## config.mk

```make
export PLATFORM = sky130hd
export DESIGN_NAME = exec_unit
export DESIGN_NICKNAME = d
export VERILOG_FILES = /design/src/rtl/exec_pkg.sv /design/src/rtl/exec_mul_seq.sv /design/src/rtl/exec_unit.sv
export SDC_FILE = /design/constraint.sdc
export NUM_CORES = 1
export LEC_CHECK = 0
export CAP_MARGIN = 10
export CORE_ASPECT_RATIO = 0.5
export CORE_MARGIN = 2
export CORE_UTILIZATION = 55
export CTS_CLUSTER_DIAMETER = 100
export DETAILED_ROUTE_END_ITERATION = 12
export GPL_TIMING_DRIVEN = 0
export PLACE_DENSITY = 0.75
export SYNTH_ARGS = -nofsm -noshare
export SYNTH_HDL_FRONTEND = slang
export SYNTH_SLANG_ARGS = --single-unit
```

## constraint.sdc

```tcl
create_clock -name clk -period 5.1 [get_ports clk]
set_input_delay 1.53 -clock clk [delete_from_list [all_inputs] [get_ports clk]]
set_output_delay 1.53 -clock clk [all_outputs]
set_load 0.01 [all_outputs]
```

## src/rtl/exec_pkg.sv

```systemverilog
// exec_pkg: shared opcodes, FSM encoding, flag record and flag-write lookup
// for the execute stage. Build option: EXEC_MUL_EN enables the MUL opcode.
package exec_pkg;

    localparam logic [3:0] OP_LDD = 4'b0001;
    localparam logic [3:0] OP_STD = 4'b0010;
    localparam logic [3:0] OP_ADD = 4'b0011;
    localparam logic [3:0] OP_NOT = 4'b0100;
    localparam logic [3:0] OP_NOP = 4'b0101;
    localparam logic [3:0] OP_SUB = 4'b0110;
    localparam logic [3:0] OP_AND = 4'b0111;
    localparam logic [3:0] OP_OR  = 4'b1000;
    localparam logic [3:0] OP_SHL = 4'b1001;
    localparam logic [3:0] OP_SHR = 4'b1010;
    localparam logic [3:0] OP_MUL = 4'b1011;

    typedef enum logic {
        ST_IDLE = 1'b0,
        ST_BUSY = 1'b1
    } state_t;

    typedef struct packed {
        logic carry;
        logic neg;
        logic zero;
    } flags_t;

    // Loads, stores, NOP and undefined opcodes leave the flags alone.
    function automatic logic writes_flags(input logic [3:0] op);
        case (op)
            OP_ADD, OP_SUB, OP_NOT, OP_AND, OP_OR, OP_SHL, OP_SHR: return 1'b1;
`ifdef EXEC_MUL_EN
            OP_MUL: return 1'b1;
`endif
            default: return 1'b0;
        endcase
    endfunction

endpackage

```

## src/rtl/exec_mul_seq.sv

```systemverilog
// exec_mul_seq: iterative shift-add multiplier, one partial product per clk.
// done_o flags the cycle of the last step; product_o is valid in that cycle.
module exec_mul_seq #(
    parameter int WIDTH = 16
) (
    input  logic               clk,
    input  logic               rst,
    input  logic               start_i,
    input  logic [WIDTH-1:0]   a_i,
    input  logic [WIDTH-1:0]   b_i,
    output logic               done_o,
    output logic [2*WIDTH-1:0] product_o
);
    localparam int CW = $clog2(WIDTH);

    logic               active_q;
    logic [CW-1:0]      count_q;
    logic [2*WIDTH-1:0] acc_q;
    logic [2*WIDTH-1:0] acc_d;
    logic [2*WIDTH-1:0] mcand_q;
    logic [WIDTH-1:0]   mplier_q;

    // Accumulate the current multiplicand when the low multiplier bit is set.
    always_comb begin
        acc_d = acc_q + (mplier_q[0] ? mcand_q : '0);
    end

    assign done_o    = active_q && (count_q == CW'(WIDTH - 1));
    assign product_o = acc_d;

    // Load operands on start, then step once per clk until the last bit.
    always_ff @(posedge clk) begin
        if (!rst) begin
            active_q <= 1'b0;
            count_q  <= '0;
            acc_q    <= '0;
            mcand_q  <= '0;
            mplier_q <= '0;
        end else if (start_i) begin
            active_q <= 1'b1;
            count_q  <= '0;
            acc_q    <= '0;
            mcand_q  <= {{WIDTH{1'b0}}, a_i};
            mplier_q <= b_i;
        end else if (active_q) begin
            acc_q    <= acc_d;
            mcand_q  <= mcand_q << 1;
            mplier_q <= mplier_q >> 1;
            count_q  <= count_q + CW'(1);
            if (done_o) begin
                active_q <= 1'b0;
            end
        end
    end

endmodule

```

## src/rtl/exec_unit.sv

```systemverilog
// exec_unit: execute stage with valid/ready input, registered result stage
// and C/N/Z flag register. Build option: EXEC_MUL_EN adds the iterative MUL.
//
//   state   | meaning
//   IDLE    | accepting operations; single-cycle ops complete here
//   BUSY    | multiplier stepping; input stalled (EXEC_MUL_EN only)
module exec_unit
    import exec_pkg::*;
#(
    parameter int  WIDTH = 16,
    localparam int SHW   = $clog2(WIDTH)
) (
    input  logic             clk,
    input  logic             rst,
    input  logic             in_valid_i,
    output logic             in_ready_o,
    input  logic [3:0]       func_i,
    input  logic [WIDTH-1:0] a_i,
    input  logic [WIDTH-1:0] b_i,
    output logic             out_valid_o,
    input  logic             out_ready_i,
    output logic [WIDTH-1:0] result_o,
    output logic             carry_o,
    output logic             neg_o,
    output logic             zero_o,
    output logic             illegal_o
);
    logic [WIDTH-1:0] result_q;
    logic             out_valid_q;
    logic             illegal_q;
    flags_t           flags_q;

    logic             room;
    logic             accept;
    logic             single_write;
    logic [WIDTH-1:0] alu_res;
    logic             alu_carry;
    logic             alu_illegal;
    logic [WIDTH:0]   sum_w;
    logic [WIDTH:0]   shl_w;
    logic [WIDTH:0]   shr_w;
    logic [SHW-1:0]   amt;

    assign room = !out_valid_q || out_ready_i;

`ifdef EXEC_MUL_EN
    state_t             state_q;
    logic               alu_mul;
    logic               mul_done;
    logic [2*WIDTH-1:0] mul_prod;

    assign in_ready_o   = rst && (state_q == ST_IDLE) && room;
    assign single_write = accept && !alu_mul;

    exec_mul_seq #(.WIDTH(WIDTH)) u_mul (
        .clk       (clk),
        .rst       (rst),
        .start_i   (accept && alu_mul),
        .a_i       (a_i),
        .b_i       (b_i),
        .done_o    (mul_done),
        .product_o (mul_prod)
    );
`else
    assign in_ready_o   = rst && room;
    assign single_write = accept;
`endif

    assign accept = in_valid_i && in_ready_o;

    // Single-cycle datapath; the shift words carry one extra bit to catch
    // the last bit shifted out (zero when the amount is zero).
    always_comb begin
        amt         = a_i[SHW-1:0];
        sum_w       = {1'b0, a_i} + {1'b0, b_i};
        shl_w       = {1'b0, b_i} << amt;
        shr_w       = {b_i, 1'b0} >> amt;
        alu_res     = '0;
        alu_carry   = 1'b0;
        alu_illegal = 1'b0;
`ifdef EXEC_MUL_EN
        alu_mul     = 1'b0;
`endif
        case (func_i)
            OP_LDD, OP_STD: alu_res = a_i;
            OP_ADD: {alu_carry, alu_res} = sum_w;
            OP_NOT: alu_res = ~b_i;
            OP_NOP: alu_res = '0;
            OP_SUB: begin
                alu_res   = a_i - b_i;
                alu_carry = (a_i < b_i);
            end
            OP_AND: alu_res = a_i & b_i;
            OP_OR:  alu_res = a_i | b_i;
            OP_SHL: {alu_carry, alu_res} = shl_w;
            OP_SHR: begin
                alu_res   = shr_w[WIDTH:1];
                alu_carry = shr_w[0];
            end
`ifdef EXEC_MUL_EN
            OP_MUL: alu_mul = 1'b1;
`endif
            default: alu_illegal = 1'b1;
        endcase
    end

    // Result/flag register, output handshake and IDLE/BUSY sequencing.
    always_ff @(posedge clk) begin
        if (!rst) begin
            result_q    <= '0;
            out_valid_q <= 1'b0;
            illegal_q   <= 1'b0;
            flags_q     <= '0;
`ifdef EXEC_MUL_EN
            state_q     <= ST_IDLE;
`endif
        end else begin
            if (out_valid_q && out_ready_i) begin
                out_valid_q <= 1'b0;
            end
            if (single_write) begin
                result_q    <= alu_res;
                out_valid_q <= 1'b1;
                illegal_q   <= alu_illegal;
                if (writes_flags(func_i)) begin
                    flags_q <= '{carry: alu_carry,
                                 neg:   alu_res[WIDTH-1],
                                 zero:  (alu_res == '0)};
                end
            end
`ifdef EXEC_MUL_EN
            case (state_q)
                ST_IDLE: begin
                    if (accept && alu_mul) begin
                        state_q <= ST_BUSY;
                    end
                end
                ST_BUSY: begin
                    // Output stage was free or draining at entry, so it is
                    // guaranteed empty by the time the last step lands.
                    if (mul_done) begin
                        result_q    <= mul_prod[WIDTH-1:0];
                        out_valid_q <= 1'b1;
                        illegal_q   <= 1'b0;
                        flags_q     <= '{carry: (|mul_prod[2*WIDTH-1:WIDTH]),
                                         neg:   mul_prod[WIDTH-1],
                                         zero:  (mul_prod[WIDTH-1:0] == '0)};
                        state_q     <= ST_IDLE;
                    end
                end
                default: state_q <= ST_IDLE;
            endcase
`endif
        end
    end

    assign out_valid_o = out_valid_q;
    assign result_o    = result_q;
    assign carry_o     = flags_q.carry;
    assign neg_o       = flags_q.neg;
    assign zero_o      = flags_q.zero;
    assign illegal_o   = illegal_q;

endmodule

```

==> metrics list <==
- The flow ran to the end, and the final reports show no timing, DRC or antenna violations.
- In the global route stage, overall resource usage came out at 0.415.
- Number of buffers inserted during clock tree synthesis: 3
- After detailed routing, the number of remaining DRC violations is 0.
- Met2 usage in global routing: 0.607
- Together, buffers and inverters on the worst path number 3.
- Master of the slowest instance on the critical path: sky130_fd_sc_hd__nor2_1
- 1st-iter DRT viols: between 900 and 1,000
* Number of enable-type register cells in the synthesized netlist: 0
* Placeable core region: approximately 8700 µm²
- The cell count after synthesis came out at roughly 670.
- Power spread over the standard cell area amounts to 159 nW/µm².
- For met1 alone, demand over resource in global routing was 0.599.
* Die span in y: between 70 and 80 µm
* Count of nets left with antenna violations after detail routing: 0
- Multi-input logic area: approximately 4100 µm²
- Worst setup path category: in -> reg
- The floorplan step defined a die boundary enclosing between 9000 and 10,000 µm².
- In this run the count of I/O pins placed on the die edge is 62.
- Ranked by instance count, the synthesized netlist is headed by sky130_fd_sc_hd__ha_1 (52), sky130_fd_sc_hd__inv_1 (52), sky130_fd_sc_hd__nor2_1 (52).
* Post-synthesis instance area: slightly below 5000 µm²
- The final layout contains routed wiring with a total length of approximately 20 mm.
- Number of buffer cells added on primary ports: 60
- The synthesized design spends more area on one cell type than any other, namely sky130_fd_sc_hd__ha_1.
- Startpoint type of the worst setup path: input pin
- Global-route wire length before repair: roughly 31 mm
- Net Count, Synth: 760
* Detailed-router iteration count before antenna repair: 6
* CP peak stage delay: around 0.72 ns
- Part of the cycle the worst path needs: 0.970
- Post-layout power: just over 900 µW
- Worst slew slack as a fraction of its limit: 0.297
- Placed wire-length estimate: between 15 and 20 mm
- H-tree lvl count: 1
- STA classifies the critical path endpoint as a register.
- Maximum clock frequency: 202 MHz
- Layout cell share with drive strength beyond 1: 0.106
* Number of hold-repair buffers added at the cts stage: 0
* Number of global-route vias before repair: roughly 5,400
- Initial cell density of the core: 0.564
* Syn_area_per_cell: 7.35 µm²
- Sequential element share of the synthesized area: 0.0859
- Worst Path Arrival: roughly 5 ns
- Mean number of vias per cell: around 7
- Register bit total from synthesis: 21
* Die outline width: between 100 and 150 µm
- The filler cells instantiated in the layout total about 800.
* Number of rows created at floorplan: 24
- Clock tree from TritonCTS: yes
- Worst clock skew: about 0.0011 ns
- The total overflow left after global routing is 0.
- Initial antenna violation count: 0
- Final setup violation count: 0
- Area growth from synthesis to layout: 18.4%
- Top cells by area, synth: sky130_fd_sc_hd__ha_1 (13%), sky130_fd_sc_hd__dfxtp_1 (8.6%), sky130_fd_sc_hd__mux4_2 (5.5%), sky130_fd_sc_hd__a21oi_1 (4.3%), sky130_fd_sc_hd__mux2i_1 (4.1%)
- Number of distinct library cells after synthesis: between 80 and 90
- Root Driver: sky130_fd_sc_hd__clkbuf_16
- Final estimated routing congestion in global placement: between 1 and 1.5
* Diode count: 0
- Clock transition at the registers of the reported paths: 0.06 ns
- WP data required: between 5 and 6 ns
- Number of endpoints with negative hold slack in the final report: 0
- Count of synthesis-stage warnings from yosys: 0
* Via total after detailed routing: 5,931
* Setup_tns: 0 ns
- Largest delay share family, worst path: buffers and inverters
- Across all hold checks on the routed design, the worst slack comes to approximately 0.46 ns.
- Leakage power: about 0.0024 µW
- Traced cell by cell, the critical path runs through clkdlybuf4s50_1 -> clkbuf_1 -> nand2b_1 -> nor2_1 -> buf_2 -> nand2_1 -> o311ai_0 -> mux2i_1 -> o211ai_1 -> o41ai_2.
* Clk sinks: 21
- Predominant post-synthesis flop cell: sky130_fd_sc_hd__dfxtp_1
- In this run the most used layer during global routing was met2.
- Setup repair after global routing left no endpoint under its margin.
* Met3 usage in global routing: 0.136
* Clock latency on the worst-skew pair: around 0.25 ns
* Register area: approximately 420 µm²
* Maximum fanout encountered on the critical timing path: 10
- Across the run, the number of max-cap violations was 0.
- Max clock buf depth: 2
- WL/cell: 24.2 µm
* Hold/Removal Path Class: reg -> reg
- The final layout contains around 820 nets.
- The share of synthesized area in the top cell type comes to 0.133.
- Prior to clock tree synthesis, the placed netlist has a worst setup slack of -1.02 ns.
- Worst path setup slack after routing: around 0.15 ns
- FFs w/ async S/R, synth: 0
- Largest net degree at the start of global routing: 20
- The number of max-slew violations in the final report came to 0.
- Peak supply drop: about 0.27 mV
- The worst path in the final design needs a cycle of between 4 and 5 ns, including I/O delays and setup.
- Worst slew pin tran: about 1.0 ns
==> tightest hold or removal path: stages (launching register included) <==
cell and delay [ns]:
sky130_fd_sc_hd__dfxtp_1 0.31, sky130_fd_sc_hd__nand3_1 0.06, sky130_fd_sc_hd__o21ai_1 0.05
==> repair_timing <==
item | in CTS | in global routing
endpoints found under the setup margin | 6 | 2
hold endpoints to repair | 0 | 0
buffers inserted | 0 | 0
gates resized for setup | 14 | 9
==> final timing paths <==
path / slack (ns) / from / endpoint / cells after the start
min reg2reg: 0.46 / result_o[12] / result_o[12] / 2
min: 0.46 / result_o[12] / result_o[12] / 2
max: 0.15 / func_i[2] / zero_o / 10
max reg2reg: 3.29 / out_valid_o / zero_o / 8
==> kinds of logic after synthesis <==
logic type,synth area share
multiplexers,0.129
buffers and inverters,0.0908
AO/OA/AOI/OAI,0.322
XOR/XNOR,0.0143
adder cells (fa/ha/maj),0.141
AND/OR/NAND/NOR,0.217
flip-flops,0.0859
==> metal layers <==
metal,up-vias,part of all wire
met5,-,0
met4,0,0.013
met3,42,0.16
met2,459,0.41
met1,2807,0.42
li1,2623,-
==> through the flow <==
stage	utilization	cell area (µm²)	cells
2_1_floorplan	-	4890	666
3_3_place_gp	0.650	5640	843
3_5_place_dp	0.650	5640	843
4_1_cts	0.665	5770	846
5_1_grt	0.668	5800	846
6_report	0.668	5800	846
==> state kept, by name, indices dropped and copies added (netlist names) <==
| register | cells |
|---|---|
| illegal_o | 1 |
| neg_o | 1 |
| result_o | 16 |
| zero_o | 1 |
| out_valid_o | 1 |
| carry_o | 1 |
==> placed cells by master (no fill, tap or decap), types with 21 or more instances in the layout <==
cell type	synthesis	final
sky130_fd_sc_hd__inv_1	52	52
sky130_fd_sc_hd__clkbuf_1	24	24
sky130_fd_sc_hd__nand2_1	47	47
sky130_fd_sc_hd__nand3_1	34	34
sky130_fd_sc_hd__ha_1	52	52
sky130_fd_sc_hd__nor2_1	52	51
sky130_fd_sc_hd__a21oi_1	42	41
sky130_fd_sc_hd__dfxtp_1	21	21
sky130_fd_sc_hd__clkdlybuf4s50_1	0	57
sky130_fd_sc_hd__o21ai_0	37	35
==> area by class of cell <==
type	instances	area share
multi-input combinational	544	0.707
timing repair buffer	60	0.104
sequential	21	0.0725
buffer	47	0.0430
inverter	53	0.0343
tap	117	0.0253
clock buffer	3	0.0130
clock inverter	1	0.000864
==> where the power goes <==
part | switching, µW | internal, µW
Clock | 59.8 | 105
Combinational | 348 | 224
Sequential | 6.93 | 177
Power figures use the tool's default switching activity.
